## src/rtl/rv32_pkg.sv

```systemverilog
// -----------------------------------------------------------------------------
// rv32_pkg
// Shared constants and types for the RV32I pipeline.
//   - XLEN / REGW / CTRLW datapath constants
//   - bit offsets of the packed control bundle carried through ID/EX
//   - WBSel encoding (WB_MEM marks a load)
//   - occupancy state encoding of the ID/EX skid buffer
// No ports (package).
// -----------------------------------------------------------------------------
package rv32_pkg;

    localparam int XLEN  = 32;
    localparam int REGW  = 5;
    localparam int CTRLW = 16;

    // Control bundle layout, LSB first:
    // [0] PCSel, [1] RegWEn, [2] ASel, [3] BSel, [7:4] ALUSel,
    // [8] MemRW, [10:9] WBSel, [13:11] funct3, [15:14] spare
    localparam int CTRL_PCSEL      = 0;
    localparam int CTRL_REGWEN     = 1;
    localparam int CTRL_ASEL       = 2;
    localparam int CTRL_BSEL       = 3;
    localparam int CTRL_ALUSEL_LSB = 4;
    localparam int CTRL_ALUSEL_W   = 4;
    localparam int CTRL_MEMRW      = 8;
    localparam int CTRL_WBSEL_LSB  = 9;
    localparam int CTRL_WBSEL_W    = 2;
    localparam int CTRL_FUNCT3_LSB = 11;
    localparam int CTRL_FUNCT3_W   = 3;

    // WBSel encoding; a load writes back from memory.
    localparam logic [1:0] WB_MEM = 2'd0;
    localparam logic [1:0] WB_ALU = 2'd1;
    localparam logic [1:0] WB_PC4 = 2'd2;

    // Occupancy of the two-entry ID/EX buffer.
    typedef enum logic [1:0] {
        EMPTY = 2'd0,
        ONE   = 2'd1,
        FULL  = 2'd2
    } occ_state_e;

    // Decode-side helper: derive is_load from a control bundle.
    function automatic logic ctrl_is_load(input logic [CTRLW-1:0] ctrl);
        return ctrl[CTRL_WBSEL_LSB +: CTRL_WBSEL_W] == WB_MEM;
    endfunction

endpackage

```

## src/rtl/id_ex_hazard_cmp.sv

```systemverilog
// -----------------------------------------------------------------------------
// id_ex_hazard_cmp
// Combinational load-use match of one hazard source {valid, is_load, rd}
// against the source registers of the instruction presented by decode.
// Ports:
//   src_valid_i, src_is_load_i, src_rd_i  hazard source record
//   rs1_i, rs1_used_i, rs2_i, rs2_used_i  incoming instruction operands
//   hit_o                                 source conflicts with an operand
// -----------------------------------------------------------------------------
module id_ex_hazard_cmp #(
    parameter int REGW = 5
) (
    input  logic            src_valid_i,
    input  logic            src_is_load_i,
    input  logic [REGW-1:0] src_rd_i,
    input  logic [REGW-1:0] rs1_i,
    input  logic            rs1_used_i,
    input  logic [REGW-1:0] rs2_i,
    input  logic            rs2_used_i,
    output logic            hit_o
);

    logic src_live;

    // x0 is hard-wired zero, so a load into x0 can never be a producer.
    assign src_live = src_valid_i & src_is_load_i & (src_rd_i != '0);

    assign hit_o = src_live &
                   ((rs1_used_i & (rs1_i == src_rd_i)) |
                    (rs2_used_i & (rs2_i == src_rd_i)));

endmodule

```

## src/rtl/id_ex_skid.sv

```systemverilog
// -----------------------------------------------------------------------------
// id_ex_skid
// ID/EX pipeline boundary implemented as a 2-entry elastic skid buffer with
// a synchronous flush and an optional load-use interlock.
//
// Handshake: a beat moves on a side when valid & ready are both high at the
// rising clock edge (acc = in_valid & in_ready, deq = out_valid & out_ready).
// A producer holding valid must keep its payload stable until accepted;
// out_* stays stable while out_valid & !out_ready. in_ready depends only on
// registered state and the incoming addresses, never on out_ready.
//
// Configuration macro: ID_EX_HAZARD_EN
//   defined   - load-use interlock, shadow load record and hazard_stall built
//   undefined - hazard_stall tied 0, in_ready = (state != FULL)
//
// Ports:
//   clk, reset                      clock, synchronous active-high reset
//   in_valid/in_ready/in_payload    decode side handshake and payload
//   in_rs1/in_rs2/in_rd             register addresses of incoming instr
//   in_rs1_used/in_rs2_used         incoming instr reads rs1 / rs2
//   in_is_load                      incoming instr is a load
//   out_valid/out_ready/out_payload execute side handshake and payload
//   out_rs1/out_rs2/out_rd          register addresses of head entry
//   out_is_load                     head entry is a load
//   flush                           drop buffered and incoming instructions
//   hazard_stall                    load-use interlock holding decode
// -----------------------------------------------------------------------------
import rv32_pkg::*;

module id_ex_skid #(
    parameter int XLEN      = rv32_pkg::XLEN,
    parameter int REGW      = rv32_pkg::REGW,
    parameter int CTRLW     = rv32_pkg::CTRLW,
    parameter int PAYLOAD_W = 4*XLEN + CTRLW
) (
    input  logic                 clk,
    input  logic                 reset,
    input  logic                 in_valid,
    output logic                 in_ready,
    input  logic [PAYLOAD_W-1:0] in_payload,
    input  logic [REGW-1:0]      in_rs1,
    input  logic [REGW-1:0]      in_rs2,
    input  logic [REGW-1:0]      in_rd,
    input  logic                 in_rs1_used,
    input  logic                 in_rs2_used,
    input  logic                 in_is_load,
    output logic                 out_valid,
    input  logic                 out_ready,
    output logic [PAYLOAD_W-1:0] out_payload,
    output logic [REGW-1:0]      out_rs1,
    output logic [REGW-1:0]      out_rs2,
    output logic [REGW-1:0]      out_rd,
    output logic                 out_is_load,
    input  logic                 flush,
    output logic                 hazard_stall
);

    typedef struct packed {
        logic [PAYLOAD_W-1:0] payload;
        logic [REGW-1:0]      rs1;
        logic [REGW-1:0]      rs2;
        logic [REGW-1:0]      rd;
        logic                 is_load;
    } entry_t;

    occ_state_e state_q, state_d;
    entry_t     main_q, main_d;   // head entry, drives out_*
    entry_t     skid_q, skid_d;   // second entry, only valid in FULL
    entry_t     in_entry;

    logic acc;
    logic deq;

    assign in_entry = '{payload: in_payload, rs1: in_rs1, rs2: in_rs2,
                        rd: in_rd, is_load: in_is_load};

    assign acc = in_valid & in_ready;
    assign deq = out_valid & out_ready;

    assign out_valid   = (state_q != EMPTY);
    assign out_payload = main_q.payload;
    assign out_rs1     = main_q.rs1;
    assign out_rs2     = main_q.rs2;
    assign out_rd      = main_q.rd;
    assign out_is_load = main_q.is_load;

    // in_ready is held low during reset so nothing is taken while the
    // buffer is being cleared.
    assign in_ready = ~reset & (state_q != FULL) & ~hazard_stall;

`ifdef ID_EX_HAZARD_EN
    // Shadow of the load that left to EX last cycle: its data is not yet
    // available for forwarding, so a consumer must wait one more cycle.
    logic            shadow_valid_q, shadow_valid_d;
    logic [REGW-1:0] shadow_rd_q, shadow_rd_d;
    logic            hit_main, hit_skid, hit_shadow;

    id_ex_hazard_cmp #(.REGW(REGW)) u_cmp_main (
        .src_valid_i   (state_q != EMPTY),
        .src_is_load_i (main_q.is_load),
        .src_rd_i      (main_q.rd),
        .rs1_i         (in_rs1),
        .rs1_used_i    (in_rs1_used),
        .rs2_i         (in_rs2),
        .rs2_used_i    (in_rs2_used),
        .hit_o         (hit_main)
    );

    id_ex_hazard_cmp #(.REGW(REGW)) u_cmp_skid (
        .src_valid_i   (state_q == FULL),
        .src_is_load_i (skid_q.is_load),
        .src_rd_i      (skid_q.rd),
        .rs1_i         (in_rs1),
        .rs1_used_i    (in_rs1_used),
        .rs2_i         (in_rs2),
        .rs2_used_i    (in_rs2_used),
        .hit_o         (hit_skid)
    );

    // The shadow only ever records loads, so is_load is constant here.
    id_ex_hazard_cmp #(.REGW(REGW)) u_cmp_shadow (
        .src_valid_i   (shadow_valid_q),
        .src_is_load_i (1'b1),
        .src_rd_i      (shadow_rd_q),
        .rs1_i         (in_rs1),
        .rs1_used_i    (in_rs1_used),
        .rs2_i         (in_rs2),
        .rs2_used_i    (in_rs2_used),
        .hit_o         (hit_shadow)
    );

    assign hazard_stall = ~reset & in_valid & (hit_main | hit_skid | hit_shadow);

    always_comb begin
        shadow_valid_d = deq & main_q.is_load & ~flush;
        shadow_rd_d    = deq ? main_q.rd : shadow_rd_q;
    end

    always_ff @(posedge clk) begin
        if (reset) begin
            shadow_valid_q <= 1'b0;
            shadow_rd_q    <= '0;
        end else begin
            shadow_valid_q <= shadow_valid_d;
            shadow_rd_q    <= shadow_rd_d;
        end
    end
`else
    // Operand-use flags only feed the interlock; stall generation lives in
    // the external hazard unit in this build.
    logic unused_hazard_inputs;
    assign unused_hazard_inputs = in_rs1_used ^ in_rs2_used;
    assign hazard_stall         = 1'b0;
`endif

    // Occupancy next state and entry movement.
    always_comb begin
        state_d = state_q;
        main_d  = main_q;
        skid_d  = skid_q;
        case (state_q)
            EMPTY: begin
                if (acc) begin
                    state_d = ONE;
                    main_d  = in_entry;
                end
            end
            ONE: begin
                if (acc && deq) begin
                    main_d = in_entry;
                end else if (acc) begin
                    state_d = FULL;
                    skid_d  = in_entry;
                end else if (deq) begin
                    state_d = EMPTY;
                end
            end
            FULL: begin
                // in_ready is low here, so only the head can move.
                if (deq) begin
                    state_d = ONE;
                    main_d  = skid_q;
                end
            end
            default: state_d = EMPTY;
        endcase
        // A flush empties the buffer; any data written above is stale and
        // unobservable because out_valid drops.
        if (flush) begin
            state_d = EMPTY;
        end
    end

    always_ff @(posedge clk) begin
        if (reset) begin
            state_q <= EMPTY;
            main_q  <= '0;
            skid_q  <= '0;
        end else begin
            state_q <= state_d;
            main_q  <= main_d;
            skid_q  <= skid_d;
        end
    end

endmodule
```

## config.mk

```make
export PLATFORM = sky130hd
export DESIGN_NAME = id_ex_skid
export DESIGN_NICKNAME = d
export VERILOG_FILES = /design/src/rtl/rv32_pkg.sv /design/src/rtl/id_ex_hazard_cmp.sv /design/src/rtl/id_ex_skid.sv
export SDC_FILE = /design/constraint.sdc
export NUM_CORES = 1
export LEC_CHECK = 0
export CORE_AREA = 2 2 182 184
export CTS_CLUSTER_DIAMETER = 150
export DETAILED_ROUTE_END_ITERATION = 16
export DIE_AREA = 0 0 184 186
export PLACE_DENSITY = 0.76
export SYNTH_ARGS = -nofsm -noshare
export SYNTH_HDL_FRONTEND = slang
export SYNTH_HIERARCHICAL = 1
export SYNTH_SLANG_ARGS = --single-unit
```

## constraint.sdc

```tcl
create_clock -name clk -period 2 [get_ports clk]
set_clock_uncertainty 0.2 [all_clocks]
set_input_delay 0.6 -clock clk [delete_from_list [all_inputs] [get_ports clk]]
set_output_delay 0.6 -clock clk [all_outputs]
set_load 0.005 [all_outputs]
```

# Word level (Yosys, flattened, before mapping)
# Cells that the tools add are included.
# totals
output_inout_bits,163
wordCells,42
reg_bits,322
inputBits,167
# classes
eq_ne,8
n_bitwise,5
n_reduce_logical,8
muxes,10
# op_table
operator,count
160-bit 2-to-1 mux,3
160-bit one-hot mux with 3 select lines,1
2-bit 2-to-1 mux,5
"2-bit != test, second input constant",5
4-bit AND reduction,2
2-bit one-hot mux with 3 select lines,1
1-bit bitwise AND,3
"3-bit != test, second input constant",1
3-bit AND reduction,1
3-bit nonzero test,1
"2-bit by 1-bit equality test with 1-bit output, second input constant",1
"2-bit equality test, second input constant",1
2-bit zero test,1
1-bit NOT,2
2-bit nonzero test,1
2-bit OR reduction,1
1-bit logical AND,1

# Longest topological paths before layout
# logic_depth
depth_word,6
ltp_mapped,8
ltp_nobuf,3

# Least setup slack after synthesis
# OpenSTA, ideal clock, no wires.
# synth_path
path_type,input to register
startpoint,in reset
endpoint,"reg main_q, in the netlist out_payload[100]"
n_path_buf,4
setup_ns,0.081
arrival_ns,1.767
stages,7
slack_ns,-0.048
required_time_ns,1.719
path_cell_list,buf_2 -> nor2b_1 -> buf_2 -> buf_2 -> clkbuf_1 -> a311oi_1 -> a211oi_2
# synth_between
elab_chain_cells,6
word_cells_on_any_way,7
classes_between,eq/ne (2); bitwise (3); reduce/logical (2)
# synth_lines
element,line,source
from (decl),id_ex_skid.sv:37,"input logic reset,"
1-bit NOT,id_ex_skid.sv:89,assign in_ready = ~reset & (state_q != FULL) & ~hazard_stall;
1-bit bitwise AND,id_ex_skid.sv:89,
1-bit bitwise AND,id_ex_skid.sv:77,assign acc = in_valid & in_ready;
1-bit logical AND,id_ex_skid.sv:169,if (acc && deq) begin
2-bit != test (no line),--,
4-bit AND reduction (no line),--,
to (signal assigned),id_ex_skid.sv:201,main_q <= main_d;
to (decl),id_ex_skid.sv:67,"entry_t main_q, main_d;"
# Parallel ways exist; a longest one is shown, timed or not.
# A chain may end at the register's enable or synchronous reset.

# Worst setup path in the final report
# layout_path
startpoint,reg state_q[1]
endpoint,out out_valid
# layout_between
elab_chain_cells,1
# layout_lines
element,line,source
from (decl),id_ex_skid.sv:66,"occ_state_e state_q, state_d;"
from (signal assigned),id_ex_skid.sv:200,state_q <= state_d;
2-bit nonzero test,id_ex_skid.sv:80,assign out_valid = (state_q != EMPTY);
to (decl),id_ex_skid.sv:47,"output logic out_valid,"
# No other way between the ends.

==> flow_summary_export.csv <==
group,metric,value,unit
run_status,status,"finished, violations left",
run_status,violations,"setup timing",
sta,post-route-period-util,101,%
worst_setup_path,crit_arrival,1.22,ns
synth,synth_ff_type,"dfxtp_1",
sta,finalMaxSlewViolations,0,
sta,slew_headroom,35.8,%
pwr,p_leak,8.31,nW
run,cap_violations,0,
die,pin_count,330,
worst_setup_path,critPathKind,"flip-flop to output port",
global_route,use_met2,43.8,%
sta,tightestPinTransition,0.962,ns
detailed_routing,dr.first_iter.drc_count,1158,
die,die-area,0.0342,sq mm
pwr,peakVddDrop,610,uV
global_route,first_global_vias,13200,
synth,yosys_warnings,6,
worst_setup_path,crit_required,1.20,ns
worst_setup_path,crit_path_end_kind,"output port",
die,fp.dieW,184,um
synth,synth_xor_area_share,0,%
die,std_cell_rows,66,
placement,place_congestion,0.788,
clocking,clock-sinks,322,
placement,dp_slack,-0.516,ns
global_route,use_met1,33.6,%
synth,synth_edf_count,0,
global_route,grt_antenna_before_repair,4,
placement,hpwl,29600,um
clocking,cts_inserted_buffers,37,
die,start_util,45.5,%
synth,syn_inst,1518,
clocking,clock_latency,0.51,ns
synth,synth_compound_area_share,32.3,%
global_route,busiest_layer,"met2",
synth,synth_area,0.0146,sq mm
global_route,grt_pass1_wl,72900,um
detailed_routing,post_drt_wl_per_cell,21.3,um
clocking,cts_max_level,2,
synth,synthMuxAreaShare,11.0,%
detailed_routing,postRouteAntennaNets,0,
detailed_routing,via_per_inst,6.28,
detailed_routing,drc,0,
synth,ys_ff_latch,322,
synth,synth_seq_area_share,44.0,%
global_route,use_met3,5.95,%
cells_and_area,num-nets-final,1940,
clocking,cts_tree,"done",
sta,hold_viol,0,
worst_setup_path,worstSetupStartpointType,"flip-flop",
clocking,cts_root_buffer,"clkbuf_16",
die,die_y,186,um
detailed_routing,drt_pre_antenna_iters,5,
sta,finalSetupTns,-0.0337,ns
sta,setup-violations-final,2,
placement,io_buffers,326,
worst_hold_path,hp-class,"flip-flop to flip-flop",
clocking,path_clk_slew,0.06,ns
synth,synth_top_family_by_area,"compound AO/OA/AOI/OAI gates",
synth,avgSynthCellArea,9.65,sq um
synth,synth-adder-area-share,0,%
synth,yosys.cell_types.count,27,
pwr,power_density,771,mW/mm^2
detailed_routing,finalWirelength,47000,um
sta,period_minus_slack,2.02,ns
die,core_area,0.0322,sq mm
global_route,grt_usage,26.2,%
sta,fin_ws,-0.0195,ns
worst_setup_path,cp_max_fo,5,
cells_and_area,drive_above_1_share,17.0,%
cells_and_area,area_growth,37.2,%
clocking,clockBufferDepth,3,
global_route,grt_overflow,0,
detailed_routing,vias,13900,
cells_and_area,fillers,2634,
synth,synth_fp_nets,1685,
synth,async_flop_share,0,%
synth,synth_simple_gate_area_share,6.07,%
global_route,grt_max_degree,167,
sta,clock.fmax,495,MHz
sta,rsz0062_at_grt,"true",
==> flip-flops by register name, indices dropped and copies added, names as in the netlist <==
signal and flops:
out_rs1 5, out_is_load 1, out_rd 5, skid_q 160, state_q 2, out_payload 144, out_rs2 5
==> final cells by class <==
type / instances / area (sq um) / area share [%]
multi-input combinational: 979 / 7370 / 36.7
sequential: 322 / 6470 / 32.2
timing repair buffer: 432 / 4510 / 22.4
clock buffer: 56 / 1100 / 5.46
tap: 408 / 510 / 2.54
clock inverter: 8 / 98.8 / 0.492
inverter: 1 / 11.3 / 0.0561
antenna: 4 / 10.0 / 0.0498
==> final timing paths <==
| check | to | slack, ns | cells after the start | startpoint |
|---|---|---|---|---|
| worst max register to register | out_payload[135]$_SDFFE_PP0P_ | 0.10 | 6 | state_q[0]$_SDFFE_PP0P_ |
| worst min register to register | skid_q[0]$_SDFFE_PP0P_ | 0.27 | 2 | skid_q[0]$_SDFFE_PP0P_ |
| worst max-delay path | out_valid | -0.02 | 2 | state_q[1]$_SDFFE_PP0P_ |
| worst min-delay path | skid_q[0]$_SDFFE_PP0P_ | 0.27 | 2 | skid_q[0]$_SDFFE_PP0P_ |
==> cell usage in the layout, fill, tap and decap left out, drive strengths merged, types with 2 or more instances in the layout <==
cell type,Yosys,routed
a21oi,161,161
dfxtp,322,322
o21ai,160,160
nand3,160,160
a211oi,160,160
clkbuf,158,56
a311oi,160,160
inv,0,2
nor2,2,2
buf,58,109
bufinv,0,2
nand2b,2,2
clkdlybuf4s50,0,163
mux2i,161,161
clkinv,1,4
dlygate4sd2,0,159
nor2b,2,2
diode,0,4
==> critical path, cell delays in order, from the launching register on <==
cell and delay (ns):
dfxtp_4 0.36, or2_4 0.23, buf_6 0.12
==> synth_stat cells, drive strengths merged (2+ instances only) <==
cell / instances / share of area (%)
a211oi: 160 / 12
a21oi: 161 / 5.5
a311oi: 160 / 9.6
buf: 58 / 2.5
clkbuf: 158 / 4.1
dfxtp: 322 / 44
mux2i: 161 / 11
nand2b: 2 / 0.085
nand3: 160 / 5.5
nor2: 2 / 0.051
nor2b: 2 / 0.085
o21ai: 160 / 5.5
==> kinds of logic (layout without fill, tap and decap cells) <==
logic type | count (synthesis) | count (layout)
and+or+nand+nor | 173 | 173
AOI/OAI and AO/OA | 644 | 644
DFF | 322 | 322
muxes | 161 | 161
buffers and inverters | 217 | 497
other | 1 | 5
==> through the flow <==
step	hold slack, ns	cell area, sq um	util [%]	total power [mW]	cells
detailed placement	0.266	18900	58.8	9.05	2140
global route	0.287	20100	62.4	16.0	2210
CTS	0.273	20000	62.0	15.5	2205
finish	0.272	20100	62.4	15.5	2210
global placement	0.259	18900	58.8	9.00	2140
floorplan	0.253	14700	-	7.86	1518
==> per-layer routing <==
layer	share of wire, %	wire [um]
met1	42	19600
met2	48	22500
met3	7.7	3630
met4	2.7	1270
met5	0	0
==> report_power, final <==
part	switching (mW)	total [mW]	leakage [nW]	internal, mW
clock network	2.63	6.67	0.589	4.04
logic	0.927	1.98	5.09	1.06
registers	0.144	6.83	2.63	6.68
==> what timing repair did <==
| item | CTS | global route |
|---|---|---|
| endpoints found under the setup margin | 163 | 45 |
| hold buffers | 0 | 0 |
| resized for setup | 187 | 33 |
| buffers inserted | 1 | 1 |
| pin swaps | 0 | 14 |
No activity file was read; power rests on OpenSTA's default activity.
